## src/rtl/planar_pred_4x4_pkg.sv

```systemverilog
// Shared types and constants for the 4x4 planar intra predictor.
// Block size, state encoding and reference-capture counter limits.
package planar_pred_4x4_pkg;
    typedef enum logic [1:0] {
        IDLE = 2'd0,
        LOAD = 2'd1,
        CALC = 2'd2
    } state_t;

    localparam int NT          = 4;
    localparam int LOG2NT      = 2;
    localparam int RAM_LAT_DEF = 1;

    localparam logic [LOG2NT-1:0] Y_LAST     = LOG2NT'(NT - 1);
    localparam logic [2:0]        CNT_CORNER = 3'd4;
    localparam logic [2:0]        CNT_FULL   = 3'd5;
endpackage

```

## src/rtl/planar_pred_4x4_row_calc.sv

```systemverilog
// One row of the 4x4 planar prediction, purely combinational (zero latency).
// Worst-case weighted sum is 2044, so the SW-bit sum never overflows before the shift.
module planar_pred_4x4_row_calc
    import planar_pred_4x4_pkg::*;
#(
    parameter int BITS = 8
) (
    input  logic [LOG2NT-1:0]  y,
    input  logic [NT*BITS-1:0] top,
    input  logic [BITS-1:0]    left_y,
    input  logic [BITS-1:0]    tr,
    input  logic [BITS-1:0]    bl,
    output logic [NT*BITS-1:0] row
);
    localparam int SW = BITS + LOG2NT + 1;

    logic [SW-1:0] wy_top;
    logic [SW-1:0] wy_bl;

    assign wy_top = SW'(Y_LAST - y);
    assign wy_bl  = SW'(y) + SW'(1);

    for (genvar x = 0; x < NT; x++) begin : g_col
        assign row[x*BITS +: BITS] = BITS'((SW'(NT - 1 - x) * SW'(left_y)
                                          + SW'(x + 1) * SW'(tr)
                                          + wy_top * SW'(top[x*BITS +: BITS])
                                          + wy_bl * SW'(bl)
                                          + SW'(NT)) >> (LOG2NT + 1));
    end
endmodule

```

## src/rtl/planar_pred_4x4.sv

```systemverilog
// Captures top/top-right/left/bottom-left references from the sample RAMs and emits the
// 4x4 planar prediction one row per cycle, rows 1..4 cycles after the bl capture; no backpressure.
module planar_pred_4x4
    import planar_pred_4x4_pkg::*;
#(
    parameter int RAM_LAT = RAM_LAT_DEF,
    parameter int BITS    = 8
) (
    input  logic               CLK,
    input  logic               RST_n,
    input  logic               preset_flag,
    input  logic               EN_TOP,
    input  logic               EN_LEFT,
    input  logic [BITS-1:0]    DATA_TOP,
    input  logic [BITS-1:0]    DATA_LEFT,
    output logic [NT*BITS-1:0] PRED_ROW,
    output logic [LOG2NT-1:0]  ROW_IDX,
    output logic               PRED_VALID,
    output logic               DONE,
    output logic               BUSY
);
    logic [RAM_LAT-1:0] top_tap;
    logic [RAM_LAT-1:0] left_tap;
    logic               en_top_d;
    logic               en_left_d;

    state_t            state;
    state_t            state_nxt;
    logic [2:0]        cnt_t;
    logic [2:0]        cnt_l;
    logic [2:0]        cnt_t_nxt;
    logic [2:0]        cnt_l_nxt;
    logic              cap_t;
    logic              cap_l;
    logic [LOG2NT-1:0] y;

    logic [BITS-1:0]    top_ref  [NT];
    logic [BITS-1:0]    left_ref [NT];
    logic [BITS-1:0]    tr;
    logic [BITS-1:0]    bl;
    logic [NT*BITS-1:0] top_vec;
    logic [NT*BITS-1:0] row;

    // Enable delay line lines the enables up with the RAM read data.
    always_ff @(posedge CLK or negedge RST_n) begin
        if (!RST_n) begin
            top_tap  <= '0;
            left_tap <= '0;
        end else begin
            top_tap[0]  <= EN_TOP;
            left_tap[0] <= EN_LEFT;
            for (int i = 1; i < RAM_LAT; i++) begin
                top_tap[i]  <= top_tap[i-1];
                left_tap[i] <= left_tap[i-1];
            end
        end
    end

    assign en_top_d  = top_tap[RAM_LAT-1];
    assign en_left_d = left_tap[RAM_LAT-1];

    always_comb begin
        cap_t     = en_top_d && (state == LOAD) && (cnt_t != CNT_FULL);
        cap_l     = en_left_d && (state == LOAD) && (cnt_l != CNT_FULL);
        cnt_t_nxt = cap_t ? cnt_t + 3'd1 : cnt_t;
        cnt_l_nxt = cap_l ? cnt_l + 3'd1 : cnt_l;
        state_nxt = state;
        if (preset_flag) begin
            state_nxt = LOAD;
        end else begin
            case (state)
                IDLE:    state_nxt = IDLE;
                LOAD:    if (cnt_t_nxt == CNT_FULL && cnt_l_nxt == CNT_FULL) state_nxt = CALC;
                CALC:    if (y == Y_LAST) state_nxt = IDLE;
                default: state_nxt = IDLE;
            endcase
        end
    end

    always_ff @(posedge CLK or negedge RST_n) begin
        if (!RST_n) begin
            state <= IDLE;
            cnt_t <= '0;
            cnt_l <= '0;
            y     <= '0;
        end else begin
            state <= state_nxt;
            cnt_t <= preset_flag ? 3'd0 : cnt_t_nxt;
            cnt_l <= preset_flag ? 3'd0 : cnt_l_nxt;
            y     <= (preset_flag || state != CALC) ? '0 : y + LOG2NT'(1);
        end
    end

    // Reference samples are simply overwritten by the next block's captures.
    always_ff @(posedge CLK) begin
        if (cap_t && !preset_flag) begin
            if (cnt_t == CNT_CORNER) tr <= DATA_TOP;
            else                     top_ref[cnt_t[LOG2NT-1:0]] <= DATA_TOP;
        end
        if (cap_l && !preset_flag) begin
            if (cnt_l == CNT_CORNER) bl <= DATA_LEFT;
            else                     left_ref[cnt_l[LOG2NT-1:0]] <= DATA_LEFT;
        end
    end

    for (genvar i = 0; i < NT; i++) begin : g_pack
        assign top_vec[i*BITS +: BITS] = top_ref[i];
    end

    planar_pred_4x4_row_calc #(
        .BITS (BITS)
    ) u_row_calc (
        .y      (y),
        .top    (top_vec),
        .left_y (left_ref[y]),
        .tr     (tr),
        .bl     (bl),
        .row    (row)
    );

    always_ff @(posedge CLK or negedge RST_n) begin
        if (!RST_n) begin
            PRED_ROW   <= '0;
            ROW_IDX    <= '0;
            PRED_VALID <= 1'b0;
            DONE       <= 1'b0;
            BUSY       <= 1'b0;
        end else begin
            if (!preset_flag && state == CALC) begin
                PRED_ROW   <= row;
                ROW_IDX    <= y;
                PRED_VALID <= 1'b1;
                DONE       <= (y == Y_LAST);
            end else begin
                PRED_VALID <= 1'b0;
                DONE       <= 1'b0;
            end
            if (preset_flag) BUSY <= 1'b1;
            else if (DONE)   BUSY <= 1'b0;
        end
    end
endmodule

```

## config.mk

```make
export PLATFORM = sky130hd
export DESIGN_NAME = planar_pred_4x4
export DESIGN_NICKNAME = d
export VERILOG_FILES = /design/src/rtl/planar_pred_4x4_pkg.sv /design/src/rtl/planar_pred_4x4_row_calc.sv /design/src/rtl/planar_pred_4x4.sv
export SDC_FILE = /design/constraint.sdc
export NUM_CORES = 1
export LEC_CHECK = 0
export CORE_MARGIN = 4
export CORE_UTILIZATION = 60
export DETAILED_ROUTE_END_ITERATION = 10
export HOLD_SLACK_MARGIN = 0.06
export PLACE_DENSITY = 0.77
export SYNTH_ARGS = -nofsm -noshare
export SYNTH_HDL_FRONTEND = slang
export SYNTH_SLANG_ARGS = --single-unit
```

## constraint.sdc

```tcl
create_clock -name CLK -period 11.6 [get_ports CLK]
set_clock_uncertainty 0.15 [all_clocks]
set_input_delay 2.9 -clock CLK [delete_from_list [all_inputs] [get_ports CLK]]
set_output_delay 2.9 -clock CLK [all_outputs]
set_load 0.1 [all_outputs]
```

==> run metrics, run 1 <==
outcome=complete, no violations; sequential fraction of the synthesis area=32.7%; I/O pins=58; Worst R2R Setup Slack=4.12 ns; Initial DRT Pass Iterations=7; crit start category=flop; hold buffers post-CTS=0; Starting DRT DRC Count=357; slew margin rel.=16.4%; DR DRC count=0; Crit path arrival time=7.64 ns; YS warnings=0; Critical Path Sink=PRED_ROW[7]; r2r startpoint=y[0]; critical path endpoint category=flop; CTS Buf Count=17; Final Hold Vio Count=0; antenna diode count=0; clock period minus final worst setup slack=7.48 ns; synth unique cells=56; crit-path max FO=49; post-DR vias/cell=5.33; Syn Area/Cell=10.8 um^2; Hold WC Path Type=flop to flop; Finished Layout Cells=1328; WL/cell=17.8 um; Die Area=20700 um^2; CTS tree=built; setup TNS=0 ns; Placer Congestion=0.928; initial core utilization=61.3%; initial antenna violation count=0; Netlist Area Pre-Place=11100 um^2; Slew Limit Fails=0; ys flop type=edfxtp_1; post-placement cell count=1296; overall routing resource usage=25.0%; largest net degree at the start of global routing=67; Syn Nets=1302; row count=49; FFs w/ async S/R, synth=38.0%; Root Buffer=clkbuf_16; Layout area overhead=13.1%; Cells after Synth=1024; Tcrit/Tclk final=64.5%; post-CTS setup buffers=0; Least-Margin Pin Slew=1.24 ns; highest-count cells in the layout ignoring fill and taps=225 x inv_1, 155 x ha_1, 102 x fa_1, 80 x edfxtp_1, 62 x nand2_1; TritonCTS sink count=129; Max Fclk=0.134 GHz; number of flops mapped to enable cells by yosys=80; CP max-delay cell=fa_1; die height=144 um; number of global-route vias before repair=7636; WL final=23600 um; Critical path origin=y[0]; critical path class=flop to flop; vias=7074; Clock Path Buffers=2; worst reg2reg endpoint=PRED_ROW[7]; first-pass GRT wire length=39000 um; DP HPWL=18300 um; Critical Path Most Common Cell=fa_1; # setup viols final=0; share of post-route cells with drive strength above 1=5.10%; R2R depth=22; nets=1364; max incr delay on CP=0.55 ns; RSZ-0062 raised after global routing=no; antenna viol nets, final=0; commonest non-fill, non-tap cell in the layout=inv_1; Req. time, crit path=11.76 ns; Max Cap Viol=0; crit path cell chain=buf_4 -> ha_1 -> and2_1 -> fa_1 -> ha_1 -> fa_1 -> a21oi_1 -> o21ai_0 -> a21oi_1 -> fa_1 -> fa_1 -> fa_1 -> inv_1 -> fa_1 -> inv_1 -> ha_1 -> a21o_1 -> a21oi_1 -> o21ai_0 -> a31oi_1 -> xnor2_1 -> mux2_2; Seq cells post-synth=129; Remaining Overflow, GRT=0; Clock Latency Late Sink=0.43 ns; Post-CTS Resized=0; Die X=144 um; pwr/cell area=138 nW/um^2; buffers added on ports=57; Placeable Area=18100 um^2; Reg clk slew, reported paths=0.06 ns; Hold Worst Slack=0.326 ns; H-tree levels=4; Max VDD drop=112 uV; Leakage=6.05 nW
## sequential cells by signal, indices dropped and copies added (netlist names), 3 cells and up
| signal | count |
|---|---|
| cnt_t | 3 |
| cnt_l | 3 |
| bl | 8 |
| PRED_ROW | 32 |
| left_ref | 32 |
| tr | 8 |
| top_ref | 32 |
## per-layer routing
| layer | vias up | wire, um | share of wire, % | track usage [%] |
|---|---|---|---|---|
| met2 | 183 | 11300 | 48 | 40.6 |
| met4 | 0 | 688 | 2.9 | 9.12 |
| met1 | 3417 | 10400 | 44 | 33.7 |
| met3 | 43 | 1240 | 5.2 | 4.89 |
| met5 | - | 0 | 0 | 0 |
| li1 | 3431 | - | - | - |
## area by class of cell
class                           instances  area (um^2)
Multi-Input combinational cell        650         6540
Clock buffer                           17          425
Inverter                              226          848
Timing Repair Buffer                   62          603
Fill cell                            1348         5550
Sequential cell                       129         3630
Tap cell                              229          287
Clock inverter                         15          206
## report_power, final
group / switching (mW) / total (mW) / leakage (nW) / internal [mW]
combinational: 0.380 / 0.609 / 4.42 / 0.229
clock: 0.227 / 0.590 / 0.301 / 0.363
sequential: 0.0126 / 0.526 / 1.33 / 0.513
total: 0.620 / 1.72 / 6.05 / 1.10
## logic make-up (layout without fill, tap and decap cells)
kind of cell             count (synthesis)  count (layout)  synth area share, %
flip-flops                             129             129                 32.7
AO/OA/AOI/OAI                          111             111                 6.39
adder cells (fa/ha/maj)                257             257                 35.9
multiplexers                            16              16                 2.36
AND/OR/NAND/NOR                        218             218                 10.4
buffers and inverters                  245             320                 8.31
XOR/XNOR                                48              48                 3.86
## worst max-delay path: cells and delay by family (launching register included)
| kind | cells | cell delay (ns) |
|---|---|---|
| AO/OA/AOI/OAI | 7 | 1.65 |
| XOR/XNOR | 1 | 0.09 |
| adder cells (fa/ha/maj) | 9 | 4.08 |
| buffers and inverters | 3 | 0.59 |
| flip-flops | 1 | 0.32 |
| multiplexers | 1 | 0.26 |
| AND/OR/NAND/NOR | 1 | 0.21 |
## how the worst min path moves through the flow
stage                 startpoint           end  slack [ns]  depth (start not counted)
floorplan               cnt_t[1]      cnt_t[1]        0.41                          2
global placement     PRED_ROW[8]   PRED_ROW[8]        0.31                          2
detailed placement   PRED_ROW[8]   PRED_ROW[8]        0.31                          2
CTS                  PRED_ROW[8]   PRED_ROW[8]        0.33                          2
global route         PRED_ROW[8]   PRED_ROW[8]        0.34                          2
finish              PRED_ROW[26]  PRED_ROW[26]        0.33                          2
## synth_stat cells, types with 2 or more instances
library cell  instances  share of area, %
and2_1                9              0.51
ha_1                155                17
o21bai_1              3              0.20
nor3b_1               2              0.14
o41ai_1               2              0.16
a31oi_1               3              0.17
nand4b_1              2              0.16
nand3_1               3              0.14
clkbuf_1             17              0.58
nand2_1              62               2.1
mux2i_1               7              0.63
o21ai_1               3              0.14
xor2_1               17               1.3
and3_1                5              0.28
nor3_1                6              0.27
o21ai_0              42               1.9
nand2b_1             26               1.5
nor2b_1              58               3.3
fa_1                102                18
nor2_1               31               1.0
and4_1                3              0.24
nand3_2               2              0.18
o31ai_1               5              0.34
mux4_2                8               1.6
edfxtp_1             80                22
dfrtp_1              49                11
a211oi_1              5              0.34
o21a_1                5              0.34
xnor2_1              30               2.4
a21o_1               14              0.95
inv_1               225               7.6
or2_2                 2              0.11
a21oi_1              18              0.81
## per-stage QoR
step	utilization, %	instance area, um^2	power, mW	worst slack, ns
final	69.3	12500	1.72	4.12
after detailed placement	65.8	11900	1.14	4.16
after global placement	65.8	11900	1.12	4.40
after global routing	69.3	12500	1.83	3.71
after floorplan	-	11100	0.992	5.04
after CTS	69.3	12500	1.73	4.14
(Power assumes the default switching activity.)
==> inputs of run 2 (changes only) <==
CORE_UTILIZATION = 56   (was 60)
PLACE_DENSITY = 0.75   (was 0.77)
clock period = 6 ns   (was 11.6 ns; I/O delays follow)
==> run 2 against run 1 <==
Against the previous run:
- first-iteration DRC count shrank 3.6%
- non-clock buffer count grew 31
- worst setup slack lost 4.1 ns
- clock power grew 81%
- largest power group unchanged
==> run metrics, run 2 (synthesis gave the netlist of run 1 again) <==
Slew Limit Fails=0 (unchanged); Hold WC Path Type=flop to flop (unchanged); met2 Usage GRT=40.3% (was 40.6%); nets=1395 (was 1364); initial core utilization=57.0% (was 61.3%); Root Buffer=clkbuf_16 (unchanged); Finished Layout Cells=1394 (was 1328); r2r startpoint=y[0] (unchanged); Multi-input gate area=6690 um^2 (was 6540 um^2); number of global-route vias before repair=7748 (was 7636); Max Cap Viol=0 (unchanged); Tcrit/Tclk final=99.3% (was 64.5%); die height=149 um (was 144 um); Worst R2R Setup Slack=0.04 ns (was 4.12 ns); Reg clk slew, reported paths=0.06 ns (about the same); Crit path arrival time=6.12 ns (was 7.64 ns); # setup viols final=0 (unchanged); Initial DRT Pass Iterations=5 (was 7); GRT Max-Usage Layer=met2 (unchanged); Placer Congestion=0.933 (was 0.928); commonest non-fill, non-tap cell in the layout=inv_1 (unchanged); Final Hold Vio Count=0 (unchanged); Max Fclk=0.168 GHz (was 0.134 GHz); buffers added on ports=57 (unchanged); Leakage=6.21 nW (was 6.05 nW); first-pass GRT wire length=40000 um (was 39000 um); I/O pins=58 (unchanged); setup TNS=0 ns (unchanged); min-delay src=PRED_ROW[26] (unchanged); share of post-route cells with drive strength above 1=10.6% (was 5.10%); largest net degree at the start of global routing=66 (was 67); slew margin rel.=21.2% (was 16.4%); max incr delay on CP=0.52 ns (was 0.55 ns); Starting DRT DRC Count=344 (was 357); TritonCTS sink count=129 (unchanged); CP max-delay cell=fa_1 (unchanged); WL/cell=17.4 um (was 17.8 um); Critical Path Most Common Cell=fa_1 (unchanged); post-DR vias/cell=5.19 (was 5.33); Req. time, crit path=6.16 ns (was 11.76 ns); initial antenna violation count=0 (unchanged); row count=51 (was 49); Clock Path Buffers=2 (unchanged); Placeable Area=19500 um^2 (was 18100 um^2); crit path cell chain=ha_4 -> and2_4 -> fa_1 -> ha_2 -> fa_2 -> a21oi_4 -> nand2b_4 -> a21oi_2 -> fa_1 -> fa_1 -> fa_1 -> inv_2 -> fa_1 -> inv_2 -> ha_4 -> a21o_1 -> a21oi_2 -> o21ai_2 -> a31oi_1 -> xnor2_1 -> mux2_4 (was buf_4 -> ha_1 -> and2_1 -> fa_1 -> ha_1 -> fa_1 -> a21oi_1 -> o21ai_0 -> a21oi_1 -> fa_1 -> fa_1 -> fa_1 -> inv_1 -> fa_1 -> inv_1 -> ha_1 -> a21o_1 -> a21oi_1 -> o21ai_0 -> a31oi_1 -> xnor2_1 -> mux2_2); antenna viol nets, final=0 (unchanged); H-tree levels=4 (unchanged); critical path class=flop to flop (unchanged); CTS Buf Count=17 (unchanged); Max VDD drop=241 uV (was 112 uV); fill count=1479 (was 1348); outcome=complete, no violations (unchanged); crit-path max FO=5 (was 49); highest-count cells in the layout ignoring fill and taps=222 x inv_1, 149 x ha_1, 99 x fa_1, 80 x edfxtp_1, 62 x nand2_1 (was 225 x inv_1, 155 x ha_1, 102 x fa_1, 80 x edfxtp_1, 62 x nand2_1); clock period minus final worst setup slack=5.96 ns (was 7.48 ns); Remaining Overflow, GRT=0 (unchanged); antenna diode count=0 (unchanged); post-placement cell count=1359 (was 1296); Critical path origin=y[0] (unchanged); Clock Latency Late Sink=0.43 ns (about the same); Reg area=3630 um^2 (about the same); WL final=24300 um (was 23600 um); met1 usage=30.8% (was 33.7%); Layout area overhead=16.9% (was 13.1%); DR DRC count=0 (unchanged); pwr/cell area=263 nW/um^2 (was 138 nW/um^2); crit start category=flop (unchanged); DP HPWL=19000 um (was 18300 um); Die X=149 um (was 144 um); critical path endpoint category=flop (unchanged); met3 usage=4.33% (was 4.89%); Die Area=22100 um^2 (was 20700 um^2); vias=7228 (was 7074); overall routing resource usage=23.4% (was 25.0%); Least-Margin Pin Slew=1.17 ns (was 1.24 ns); RSZ-0062 raised after global routing=yes (was no); CTS tree=built (unchanged)
==> run 2: changes by cell type in the layout (fill, tap and decap cells not counted), moves of 5 or more <==
cell,before,now
o21ai_0,42,34
o21ai_1,3,8
a21oi_1,18,11
ha_1,155,149
a21oi_2,1,7
buf_4,5,34
==> run 2: path summary, 6_finish.rpt <==
path,end,depth (start not counted)
setup reg to reg,PRED_ROW[7],21
hold reg to reg,PRED_ROW[26],2
max in group asynchronous,y[0],2
hold / removal,PRED_ROW[26],2
setup / recovery,PRED_ROW[7],21
min in group asynchronous,ROW_IDX[0],2
==> run 2: worst max-delay path: cells and delay by family, from the launching register on <==
kind                       cells  cell delay (ns)
and+or+nand+nor                2             0.29
adders and majority gates      9             3.59
muxes                          1             0.27
AOI/OAI and AO/OA              6             0.91
DFF                            1             0.44
buffers and inverters          2             0.09
xor gates and xnor gates       1             0.11
==> run 2: area by class of cell <==
cell class,count,share of cell area [%]
multi-input combinational,650,51.6
sequential,129,28.0
timing repair buffer,93,6.59
inverter,226,6.54
clock buffer,17,3.28
tap,265,2.56
clock inverter,14,1.39
==> run 2: timing repair <==
action                                  4_1_cts  5_1_grt
setup buffers                                 0        4
endpoints found under the setup margin        2        9
pin swaps                                     1       30
gates resized for setup                       5       31
hold buffers                                  0        0
==> run 2: report_power, final <==
group          leakage (nW)  switching [mW]  internal (mW)  total (mW)
Clock                 0.296           0.415          0.658        1.07
Sequential             1.33          0.0233          0.992        1.02
Combinational          4.59           0.793          0.531        1.32
==> run 2: layer usage <==
layer / vias to the layer above / wire [um]
li1: 3484 / -
met1: 3543 / 10800
met2: 163 / 12000
met3: 38 / 1010
met4: 0 / 505
met5: - / 0
==> run 2: stage by stage <==
stage / util, % / area [um^2] / hold WS, ns / power (mW) / setup slack (ns)
5_1_grt: 66.6 / 13000 / 0.350 / 3.62 / -0.212
4_1_cts: 65.9 / 12800 / 0.331 / 3.37 / -0.0239
2_1_floorplan: - / 11100 / 0.413 / 1.93 / 0.00791
6_report: 66.6 / 13000 / 0.325 / 3.41 / 0.0425
3_3_place_gp: 62.7 / 12200 / 0.308 / 2.26 / 0.0145
3_5_place_dp: 62.7 / 12200 / 0.318 / 2.28 / -0.112
